--- src/rtl/reliable_link_pkg.sv ---
// Shared types and helpers for the stop-and-wait ARQ link.
package reliable_link_pkg;

  localparam int LINK_DATA_W = 8;

  typedef struct packed {
    logic                   seq;
    logic [LINK_DATA_W-1:0] data;
    logic                   par;
  } frame_t;

  typedef struct packed {
    logic valid;
    logic ack_seq;
    logic nak;
  } rsp_t;

  typedef enum logic [2:0] {IDLE, SEND, WAIT, NEXT, DONE} send_state_e;

  // Message word i = 3*i + 1, wrapped to the payload width
  function automatic logic [LINK_DATA_W-1:0] rom_word(input logic [7:0] idx);
    logic [LINK_DATA_W-1:0] i_w;
    i_w = LINK_DATA_W'(idx);
    return i_w * LINK_DATA_W'(3) + LINK_DATA_W'(1);
  endfunction

  // Even parity over seq and data
  function automatic logic frame_par(input logic seq, input logic [LINK_DATA_W-1:0] data);
    return ^{seq, data};
  endfunction

endpackage

--- src/rtl/reliable_main_if.sv ---
// Observation bundle of the link plus the return-path loss test hook.
interface reliable_main_if #(parameter int DATA_W = 8);
  logic [DATA_W-1:0] rx_data;
  logic              rx_valid;
  logic [7:0]        rx_count;
  logic [15:0]       retx_count;
  logic              done;
  logic              hook_drop_rsp;

  modport master (output rx_data, rx_valid, rx_count, retx_count, done,
                  input  hook_drop_rsp);
  modport slave  (input  rx_data, rx_valid, rx_count, retx_count, done,
                  output hook_drop_rsp);
endinterface

--- src/rtl/reliable_main_channel.sv ---
// Fixed-latency channel pipeline with LFSR-driven corruption and drop.
module link_channel #(
  parameter int W        = 10,
  parameter int LAT      = 2,
  parameter bit ERR_EN   = 1'b0,
  parameter int FLIP_BIT = 0
) (
  input  logic         clk,
  input  logic         rst,
  input  logic         in_valid,
  input  logic [W-1:0] in_data,
  output logic         out_valid,
  output logic [W-1:0] out_data
);

  logic [7:0]     lfsr_q, lfsr_d;
  logic [LAT-1:0] vld_q, vld_d;
  logic [W-1:0]   dat_q [LAT];
  logic [W-1:0]   dat_d [LAT];
  logic           ent_valid;
  logic [W-1:0]   ent_data;

  // Advance the LFSR per injected frame and shape the entering frame from its new value
  always_comb begin
    lfsr_d    = lfsr_q;
    ent_valid = in_valid;
    ent_data  = in_data;
    if (in_valid) begin
      lfsr_d = {lfsr_q[6:0], lfsr_q[7] ^ lfsr_q[5] ^ lfsr_q[4] ^ lfsr_q[3]};
      if (ERR_EN && lfsr_d[2:0] == 3'b000) ent_data[FLIP_BIT] = ~in_data[FLIP_BIT];
      if (ERR_EN && lfsr_d[2:0] == 3'b111) ent_valid = 1'b0;
    end
  end

  // Shift the pipeline by one stage
  always_comb begin
    vld_d    = '0;
    dat_d    = '{default: '0};
    vld_d[0] = ent_valid;
    dat_d[0] = ent_data;
    for (int unsigned i = 1; i < LAT; i++) begin
      vld_d[i] = vld_q[i-1];
      dat_d[i] = dat_q[i-1];
    end
  end

  // State registers
  always_ff @(posedge clk) begin
    if (rst) begin
      lfsr_q <= 8'hA5;
      vld_q  <= '0;
      dat_q  <= '{default: '0};
    end else begin
      lfsr_q <= lfsr_d;
      vld_q  <= vld_d;
      dat_q  <= dat_d;
    end
  end

  assign out_valid = vld_q[LAT-1];
  assign out_data  = dat_q[LAT-1];

endmodule

--- src/rtl/reliable_main.sv ---
// Stop-and-wait ARQ link top: sender FSM, lossy forward channel, receiver, clean return channel.
module reliable_main
  import reliable_link_pkg::*;
#(
  parameter int DATA_W  = LINK_DATA_W,
  parameter int MSG_LEN = 16,
  parameter int TIMEOUT = 15,
  parameter int CH_LAT  = 2,
  parameter bit ERR_EN  = 1'b1
) (
  input  logic             clk,
  input  logic             rst,
  reliable_main_if.master  obs
);

  send_state_e state_q, state_d;
  logic [7:0]  idx_q, idx_d;
  logic        seq_q, seq_d;
  logic [15:0] timer_q, timer_d;
  logic [15:0] retx_q, retx_d;
  logic        tx_valid_q, tx_valid_d;
  frame_t      tx_frame_q, tx_frame_d;

  logic              exp_seq_q, exp_seq_d;
  logic [DATA_W-1:0] rx_data_q, rx_data_d;
  logic              rx_valid_q, rx_valid_d;
  logic [7:0]        rx_count_q, rx_count_d;

  logic   fwd_valid;
  frame_t fwd_frame;
  rsp_t   rsp_in;
  logic   ret_valid;
  logic [1:0] ret_data;

  // The frame is registered out of SEND, so injection lands one cycle after SEND
  link_channel #(.W($bits(frame_t)), .LAT(CH_LAT), .ERR_EN(ERR_EN), .FLIP_BIT(1)) u_fwd (
    .clk(clk), .rst(rst),
    .in_valid(tx_valid_q), .in_data(tx_frame_q),
    .out_valid(fwd_valid), .out_data(fwd_frame)
  );

  link_channel #(.W(2), .LAT(CH_LAT), .ERR_EN(1'b0), .FLIP_BIT(0)) u_ret (
    .clk(clk), .rst(rst),
    .in_valid(rsp_in.valid & ~obs.hook_drop_rsp), .in_data({rsp_in.ack_seq, rsp_in.nak}),
    .out_valid(ret_valid), .out_data(ret_data)
  );

  // Sender next-state: frame injection, response/timeout handling, message advance
  always_comb begin
    state_d    = state_q;
    idx_d      = idx_q;
    seq_d      = seq_q;
    timer_d    = timer_q;
    retx_d     = retx_q;
    tx_valid_d = 1'b0;
    tx_frame_d = tx_frame_q;
    unique case (state_q)
      IDLE: state_d = SEND;
      SEND: begin
        tx_valid_d      = 1'b1;
        tx_frame_d.seq  = seq_q;
        tx_frame_d.data = rom_word(idx_q);
        tx_frame_d.par  = frame_par(seq_q, rom_word(idx_q));
        timer_d         = '0;
        state_d         = WAIT;
      end
      WAIT: begin
        timer_d = timer_q + 16'd1;
        if (ret_valid) begin
          if (!ret_data[0] && ret_data[1] == seq_q) begin
            state_d = NEXT;
          end else begin
            if (retx_q != '1) retx_d = retx_q + 16'd1;
            state_d = SEND;
          end
        end else if (timer_q == 16'(TIMEOUT)) begin
          if (retx_q != '1) retx_d = retx_q + 16'd1;
          state_d = SEND;
        end
      end
      NEXT: begin
        idx_d   = idx_q + 8'd1;
        seq_d   = ~seq_q;
        state_d = (32'(idx_d) == MSG_LEN) ? DONE : SEND;
      end
      DONE: state_d = DONE;
      default: state_d = IDLE;
    endcase
  end

  // Receiver: check parity and sequence, deliver in order, respond the same cycle
  always_comb begin
    exp_seq_d  = exp_seq_q;
    rx_data_d  = rx_data_q;
    rx_valid_d = 1'b0;
    rx_count_d = rx_count_q;
    rsp_in     = '0;
    if (fwd_valid) begin
      rsp_in.valid   = 1'b1;
      rsp_in.ack_seq = fwd_frame.seq;
      if (frame_par(fwd_frame.seq, fwd_frame.data) != fwd_frame.par) begin
        rsp_in.nak = 1'b1;
      end else if (fwd_frame.seq == exp_seq_q) begin
        rx_data_d  = fwd_frame.data;
        rx_valid_d = 1'b1;
        rx_count_d = rx_count_q + 8'd1;
        exp_seq_d  = ~exp_seq_q;
      end
    end
  end

  // State registers
  always_ff @(posedge clk) begin
    if (rst) begin
      state_q    <= IDLE;
      idx_q      <= '0;
      seq_q      <= 1'b0;
      timer_q    <= '0;
      retx_q     <= '0;
      tx_valid_q <= 1'b0;
      tx_frame_q <= '0;
      exp_seq_q  <= 1'b0;
      rx_data_q  <= '0;
      rx_valid_q <= 1'b0;
      rx_count_q <= '0;
    end else begin
      state_q    <= state_d;
      idx_q      <= idx_d;
      seq_q      <= seq_d;
      timer_q    <= timer_d;
      retx_q     <= retx_d;
      tx_valid_q <= tx_valid_d;
      tx_frame_q <= tx_frame_d;
      exp_seq_q  <= exp_seq_d;
      rx_data_q  <= rx_data_d;
      rx_valid_q <= rx_valid_d;
      rx_count_q <= rx_count_d;
    end
  end

  assign obs.rx_data    = rx_data_q;
  assign obs.rx_valid   = rx_valid_q;
  assign obs.rx_count   = rx_count_q;
  assign obs.retx_count = retx_q;
  assign obs.done       = (state_q == DONE);

endmodule

--- src/flat_wrapper.sv ---
// flat-port wrapper written by rule: the top's interface ports become plain ports
module reliable_main_flat import reliable_link_pkg::*;
#(
  parameter int DATA_W  = LINK_DATA_W,
  parameter int MSG_LEN = 16,
  parameter int TIMEOUT = 15,
  parameter int CH_LAT  = 2,
  parameter bit ERR_EN  = 1'b1
)
  (clk, rst, obs_rx_data, obs_rx_valid, obs_rx_count, obs_retx_count, obs_done, obs_hook_drop_rsp);
  reliable_main_if #(.DATA_W(DATA_W)) obs_i ();
  input  logic clk;
  input  logic rst;
  output wire logic [$bits(obs_i.rx_data)-1:0] obs_rx_data;
  output wire logic [$bits(obs_i.rx_valid)-1:0] obs_rx_valid;
  output wire logic [$bits(obs_i.rx_count)-1:0] obs_rx_count;
  output wire logic [$bits(obs_i.retx_count)-1:0] obs_retx_count;
  output wire logic [$bits(obs_i.done)-1:0] obs_done;
  input wire logic [$bits(obs_i.hook_drop_rsp)-1:0] obs_hook_drop_rsp;
  assign obs_rx_data = obs_i.rx_data;
  assign obs_rx_valid = obs_i.rx_valid;
  assign obs_rx_count = obs_i.rx_count;
  assign obs_retx_count = obs_i.retx_count;
  assign obs_done = obs_i.done;
  assign obs_i.hook_drop_rsp = obs_hook_drop_rsp;
  reliable_main #(.DATA_W(DATA_W), .MSG_LEN(MSG_LEN), .TIMEOUT(TIMEOUT), .CH_LAT(CH_LAT), .ERR_EN(ERR_EN)) u_core (.clk(clk), .rst(rst), .obs(obs_i));
endmodule
--- config.mk ---
export PLATFORM = sky130hd
export DESIGN_NAME = reliable_main_flat
export DESIGN_NICKNAME = d
export VERILOG_FILES = /design/src/rtl/reliable_link_pkg.sv /design/src/rtl/reliable_main_if.sv /design/src/rtl/reliable_main_channel.sv /design/src/rtl/reliable_main.sv /design/src/flat_wrapper.sv
export SDC_FILE = /design/constraint.sdc
export NUM_CORES = 1
export LEC_CHECK = 0
export ABC_CLOCK_PERIOD_IN_PS = 4200
export CAP_MARGIN = 20
export CORE_MARGIN = 5
export CORE_UTILIZATION = 40
export CTS_BUF_LIST = sky130_fd_sc_hd__clkbuf_4
export CTS_CLUSTER_SIZE = 20
export DETAILED_ROUTE_END_ITERATION = 16
export PLACE_DENSITY_LB_ADDON = 0.12
export REMOVE_ABC_BUFFERS = 1
export SLEW_MARGIN = 20
export SYNTH_ARGS = -nofsm -noshare
export SYNTH_HDL_FRONTEND = slang
export SYNTH_SLANG_ARGS = --single-unit
export TNS_END_PERCENT = 50
--- constraint.sdc ---
create_clock -name clk -period 4.2 [get_ports clk]
set_input_delay 1.26 -clock clk [delete_from_list [all_inputs] [get_ports clk]]
set_output_delay 1.26 -clock clk [all_outputs]
set_load 0.005 [all_outputs]
==> flow_metrics.env, run 1 <==
export IMPL_cp_end_kind="output port"
export IMPL_gr_usage_all_layers_pct=12.8
export IMPL_timing_hold_worst_start="u_core.u_fwd.dat_d[2]"
export IMPL_min_period_over_period_pct=74.7
export IMPL_worstHoldPathType="flip-flop to flip-flop"
export IMPL_drive_gt1_share_pct=5.36
export IMPL_critical_path_startpoint="u_core.state_q[2]"
export IMPL_postSynthRegisterBits=109
export IMPL_max_cap_violations=0
export IMPL_grt_pass1_wl_um=15200
export IMPL_cts_max_level=3
export IMPL_postSynthCellCount=514
export IMPL_full_die_area_sq_um=14100
export IMPL_number_of_global_route_vias_before_repair=3227
export IMPL_data_required_time_at_the_worst_endpoint_ns=2.94
export IMPL_clock_root_cell="clkbuf_4"
export IMPL_grt_antenna_before_repair=0
export IMPL_pwr_density_cell_nw_per_um2=343
export IMPL_asyncSetResetFlopFracSynth_pct=0
export IMPL_place_worst_setup_slack_ns=1.60
export IMPL_vdd_ir_drop_worst_v=0.000142
export IMPL_hold_viol=0
export IMPL_chipHeight_um=119
export IMPL_worst_endpoint_arrival_ns=1.88
export IMPL_worst_setup_path_type="flip-flop to output port"
export IMPL_post_cts_buffers=0
export IMPL_synth_cell_area_sq_um=4740
export IMPL_gp_congestion=0.774
export IMPL_core_rowCount=39
export IMPL_layout_cells_most_common_list="dfxtp_1 (109), nor2_1 (70), clkdlybuf4s50_1 (35)"
export IMPL_period_minus_slack_ns=3.14
export IMPL_path_cells="nor3b_1 > clkdlybuf4s50_1"
export IMPL_detail_route_wirelength_um=8590
export IMPL_antenna_left=0
export IMPL_hpwl_um=5820
export IMPL_post_synth_main_area_contributors="dfxtp_1 (46%), nor2_1 (5.5%), xnor2_1 (5.2%)"
export IMPL_drtPass1Iterations=4
export IMPL_setup_violations=0
export IMPL_layout_net_count=550
export IMPL_synth_top_family_by_area="simple AND/OR/NAND/NOR gates"
export IMPL_run_status="finished, final reports clean"
export IMPL_yosys_area_share_adder_pct=3.06
export IMPL_worst_slew_margin_rel_pct=52.5
export IMPL_syn_area_per_cell_sq_um=9.23
export IMPL_synthFlopType="dfxtp_1"
export IMPL_layout_area_overhead_vs_synth_pct=12.2
export IMPL_clk_transition_reported_paths_ns=0.16
export IMPL_grt_setup_unrepaired="false"
export IMPL_via_to_cell_ratio=5.07
export IMPL_tightest_slew_ns=0.713
export IMPL_insertedDiodeCount=0
export IMPL_port_buffers=36
export IMPL_synth_seq_area_share_pct=46.0
export IMPL_number_of_unique_standard_cell_types_used_by_synthesis=57
export IMPL_synth_area_leader="dfxtp_1"
export IMPL_post_route_drc_violation_count=0
export IMPL_share_of_synthesized_area_spent_on_multiplexers_pct=3.85
export IMPL_pin_count_of_the_biggest_net_entering_global_routing=70
export IMPL_synth_compound_area_share_pct=10.3
export IMPL_achievable_frequency_ghz=0.319
export IMPL_netlist_area_leader_share_pct=46.0
export IMPL_io_pins=37
export IMPL_clock_sinks=109
export IMPL_synth_simple_gate_area_share_pct=23.4
export IMPL_cellLeakagePower_uw=0.00184
export IMPL_critical_path_slowest_cell="clkdlybuf4s50_1"
export IMPL_ctsResizeCount=0
export IMPL_worstReg2RegStart="u_core.idx_q[0]"
export IMPL_timing_clock_skew_ns=0.0119
export IMPL_n_fill_cell=1135
export IMPL_layout_cells_most_common="dfxtp_1"
export IMPL_initialDrtViolationCount=295
export IMPL_setup_tns_ns=0
export IMPL_routed_wire_length_per_instance_um=12.6
export IMPL_slew_violations=0
export IMPL_start_kind="flip-flop"
export IMPL_total_number_of_vias=3470
export IMPL_floorplan_initialDensity_pct=41.2
export IMPL_yosysWarnings=0
export IMPL_path_buf_inv=1
export IMPL_cp_top_family="buffers and inverters"
export IMPL_setup_ws_ns=1.06
export IMPL_cts_hold_buffers=0
export IMPL_fp_coreArea_sq_um=11500
export IMPL_tritoncts="built"
export IMPL_postLayoutCoreUtil_pct=46.2
export IMPL_die_w_um=119
export IMPL_number_of_enable_flip_flop_cells_after_synthesis=0
export IMPL_cpPeakStageDelay_ns=0.57
export IMPL_path_max_fanout=8
export IMPL_globalRouteOverflowTotal=0
export IMPL_cts_buffers_inserted=9
export IMPL_cts_buffer_depth=2
export IMPL_clock_latency_on_the_worst_skew_pair_ns=0.45
export IMPL_synth_xor_area_share_pct=9.63
==> where the power goes <==
group          switching (uW)  total [uW]  internal, uW
Sequential               25.1        1090          1070
Combinational            83.4         156          72.7
Clock                     336         575           239
==> area by class of cell <==
type | instances | area, sq um | share of cell area, %
multi-input cells | 365 | 2380 | 44.8
clock inverters | 7 | 88.8 | 1.67
inverters | 13 | 48.8 | 0.917
repair buffers | 38 | 373 | 7.00
clock buffers | 9 | 67.6 | 1.27
flip-flops and latches | 109 | 2180 | 41.0
well taps | 143 | 179 | 3.36
==> layer usage <==
layer / global-route usage [%] / share of wire, % / vias up / wire length, um
met5: 0 / 0 / - / 0
li1: - / - / 1814 / -
met2: 19.9 / 43 / 60 / 3680
met3: 2.99 / 3.9 / 10 / 339
met1: 16.9 / 51 / 1586 / 4410
met4: 6.15 / 1.9 / 0 / 160
==> registers in the layout, indices dropped and copies added (netlist names) <==
register	flops
u_core.exp_seq_q	1
u_core.idx_q	8
u_core.obs.retx_count	16
u_core.obs.rx_count	8
u_core.obs.rx_data	8
u_core.obs.rx_valid	1
u_core.seq_q	1
u_core.state_q	3
u_core.timer_q	16
u_core.tx_frame_q	10
u_core.tx_valid_q	1
u_core.u_fwd.dat_d	10
u_core.u_fwd.lfsr_q	8
u_core.u_fwd.out_data	10
u_core.u_fwd.vld_q	2
u_core.u_ret.dat_d	2
u_core.u_ret.out_data	2
u_core.u_ret.vld_q	2
==> worst paths after layout <==
path | slack (ns) | cells past startpoint | endpoint
setup / recovery | 1.06 | 2 | obs_done
hold / removal | 0.45 | 1 | u_core.u_fwd.out_data[2]
setup reg to reg | 1.67 | 9 | u_core.tx_frame_q[0]
hold reg to reg | 0.45 | 1 | u_core.u_fwd.out_data[2]
==> kinds of logic (layout without fill, tap and decap cells) <==
logic type | count (synthesis) | count (layout)
simple gates | 209 | 209
flops | 109 | 109
compound gates | 78 | 78
xor+xnor | 49 | 49
buf+inv | 40 | 67
mux | 18 | 18
fa+ha+maj | 11 | 11
==> cell usage after synthesis, drive strengths merged (2+ instances only) <==
master   count
or2          3
nor2b       28
mux2         2
o211ai       3
a2bb2oi      4
o21a         5
nor3b        3
nand2       21
nand4       13
nor3        10
a211oi       4
buf         12
a31oi        3
nand3b       4
ha          10
or3         16
nor2        70
o21ai       16
and3         5
nor4         4
xor2        19
xnor2       28
o21bai       2
clkbuf      15
dfxtp      109
xnor3        2
a211o        3
and2         5
a21o         2
mux2i       16
inv         13
nand2b       3
or3b         2
a21oi       30
nand3       20
==> stage by stage <==
| step | total power [uW] | std cells | instance area [sq um] | hold WS, ns |
|---|---|---|---|---|
| 6_report | 1820 | 684 | 5320 | 0.447 |
| 5_1_grt | 1920 | 684 | 5320 | 0.463 |
| 4_1_cts | 1860 | 684 | 5320 | 0.450 |
| 3_5_place_dp | 1270 | 668 | 5170 | 0.427 |
| 3_3_place_gp | 1270 | 668 | 5170 | 0.418 |
| 2_1_floorplan | 1230 | 487 | 4620 | 0.414 |
Power figures use the tool's default switching activity.
==> run 2: changes to the inputs <==
- ABC_CLOCK_PERIOD_IN_PS: 4200 -> 3300
- clock period: 4.2 -> 3.3 ns (I/O delays scaled with it)
==> run 2 against run 1 <==
Against the previous run: clock skew grew 0.011 ns; clock power grew 3%; critical path type unchanged; highest routed layer unchanged; largest cell class unchanged; critical endpoint unchanged; die area is the same; first-iteration DRC count shrank 38%; count of clock-buffer cells in the layout grew 1; register-to-register slack lost 0.85 ns; sequential share of layout area grew 0.29 points; sequential cell count is the same.
==> flow_metrics.env, run 2 (synthesis gave the netlist of run 1 again) <==
export IMPL_tritoncts="built"
export IMPL_layout_net_count=551
export IMPL_internal_power_uw=1620
export IMPL_ctsResizeCount=0
export IMPL_total_number_of_vias=3471
export IMPL_clock_latency_on_the_worst_skew_pair_ns=0.47
export IMPL_start_kind="flip-flop"
export IMPL_layout_area_overhead_vs_synth_pct=11.4
export IMPL_cp_end_kind="output port"
export IMPL_critical_path_startpoint="u_core.state_q[2]"
export IMPL_fp_coreArea_sq_um=11500
export IMPL_stdcell_area_sq_um=5290
export IMPL_pin_count_of_the_biggest_net_entering_global_routing=76
export IMPL_slew_violations=0
export IMPL_area_of_the_multi_input_gates_sq_um=2380
export IMPL_worst_slew_margin_rel_pct=48.9
export IMPL_data_required_time_at_the_worst_endpoint_ns=2.31
export IMPL_die_w_um=119
export IMPL_insertedDiodeCount=0
export IMPL_chipHeight_um=119
export IMPL_io_pins=37
export IMPL_antenna_left=0
export IMPL_path_max_fanout=8
export IMPL_n_fill_cell=1163
export IMPL_timing_clock_skew_ns=0.0233
export IMPL_hold_viol=0
export IMPL_post_cts_buffers=0
export IMPL_layout_cells_most_common="dfxtp_1"
export IMPL_worst_r2r_endpoint="u_core.tx_frame_q[0]"
export IMPL_port_buffers=36
export IMPL_clock_sinks=109
export IMPL_min_period_over_period_pct=84.9
export IMPL_achievable_frequency_ghz=0.357
export IMPL_floorplan_initialDensity_pct=41.2
export IMPL_post_route_drc_violation_count=0
export IMPL_drive_gt1_share_pct=5.55
export IMPL_hpwl_um=5870
export IMPL_sw_frac_of_total_pct=26.1
export IMPL_initialDrtViolationCount=183
export IMPL_power_switching_uw=571
export IMPL_worst_setup_path_type="flip-flop to output port"
export IMPL_setup_ws_ns=0.498
export IMPL_cts_hold_buffers=0
export IMPL_critical_path_slowest_cell="clkdlybuf4s50_1"
export IMPL_drtPass1Iterations=4
export IMPL_setup_violations=0
export IMPL_pwr_density_cell_nw_per_um2=414
export IMPL_cellLeakagePower_uw=0.00182
export IMPL_power_uw=2190
export IMPL_period_minus_slack_ns=2.80
export IMPL_path_cells="nor3b_1 > clkdlybuf4s50_1"
export IMPL_full_die_area_sq_um=14100
export IMPL_p_clk_share_pct=27.2
export IMPL_seq_power_share_pct=63.6
export IMPL_cts_buffer_depth=2
export IMPL_grt_antenna_before_repair=0
export IMPL_routed_wire_length_per_instance_um=12.6
export IMPL_cts_buffers_inserted=9
export IMPL_grt_setup_unrepaired="false"
export IMPL_cpPeakStageDelay_ns=0.55
export IMPL_core_rowCount=39
export IMPL_worstHoldPathType="flip-flop to flip-flop"
export IMPL_number_of_global_route_vias_before_repair=3251
export IMPL_vdd_ir_drop_worst_v=0.000174
export IMPL_setup_tns_ns=0
export IMPL_place_worst_setup_slack_ns=0.836
export IMPL_dp_area_sq_um=5170
export IMPL_comb_power_share_pct=9.2
export IMPL_detail_route_wirelength_um=8620
export IMPL_cts_max_level=3
export IMPL_clock_root_cell="clkbuf_4"
export IMPL_clk_transition_reported_paths_ns=0.16
export IMPL_r2r_slack_ns=0.82
export IMPL_gp_congestion=0.774
export IMPL_run_status="finished, final reports clean"
export IMPL_grt_pass1_wl_um=15000
export IMPL_tightest_slew_ns=0.766
export IMPL_gr_usage_all_layers_pct=12.8
export IMPL_max_cap_violations=0
export IMPL_timing_reg2reg_worst_path_depth=9
export IMPL_via_to_cell_ratio=5.07
export IMPL_worstReg2RegStart="u_core.idx_q[0]"
export IMPL_worst_endpoint_arrival_ns=1.81
export IMPL_layout_cells_most_common_list="dfxtp_1 (109), nor2_1 (70), clkdlybuf4s50_1 (35)"
export IMPL_regArea_sq_um=2180
export IMPL_worst_setup_path_endpoint="obs_done"
export IMPL_globalRouteOverflowTotal=0
-- run 2: cell types whose count changed in the layout (fill, tap and decap cells not counted) --
cell / previous run / this run
clkinv_1: 2 / 1
buf_4: 3 / 4
bufinv_16: 2 / 0
clkinvlp_4: 1 / 2
inv_6: 1 / 2
clkinv_2: 1 / 0
clkbuf_4: 9 / 10
-- run 2: area by class of cell --
class	count	area share, %
clock inverter	5	0.686
tap	143	3.38
inverter	13	0.923
timing repair buffer	39	7.20
multi-input combinational	365	45.1
clock buffer	10	1.42
sequential	109	41.3
-- run 2: stage by stage --
step           hold slack (ns)  util [%]  instances
4_1_cts                  0.441      45.9        684
2_1_floorplan            0.414         -        487
3_5_place_dp             0.426      44.9        669
3_3_place_gp             0.416      44.9        669
5_1_grt                  0.459      45.9        684
6_report                 0.441      45.9        684
-- run 2: how the worst min path moves through the flow --
stage	slack [ns]	start	cells past startpoint	endpoint
6_report	0.44	u_core.u_fwd.dat_d[2]	1	u_core.u_fwd.out_data[2]
5_1_grt	0.46	u_core.u_fwd.dat_d[2]	1	u_core.u_fwd.out_data[2]
4_1_cts	0.44	u_core.u_fwd.dat_d[2]	1	u_core.u_fwd.out_data[2]
3_5_place_dp	0.43	u_core.u_fwd.dat_d[2]	1	u_core.u_fwd.out_data[2]
3_3_place_gp	0.42	u_core.u_fwd.dat_d[9]	1	u_core.u_fwd.out_data[9]
2_1_floorplan	0.41	u_core.u_fwd.dat_d[0]	1	u_core.u_fwd.out_data[0]
-- run 2: power groups by stage --
stage / logic, uW / clock network (uW) / registers, uW
after floorplan: 149 / 0 / 1410
after global placement: 201 / 0 / 1420
after detailed placement: 203 / 0 / 1420
after CTS: 204 / 631 / 1390
after global routing: 224 / 678 / 1400
final: 202 / 594 / 1390
-- run 2: routing by layer --
layer  routed length, um  track usage (%)
met4                 107             3.91
met1                4330             16.5
met2                3720             20.0
met3                 464             4.98
met5                   0                0
-- run 2: critical path, delay by kind of cell (launching register included) --
kind,cells,cell delay (ns)
buffers and inverters,1,0.55
DFF,1,0.52
and+or+nand+nor,1,0.29
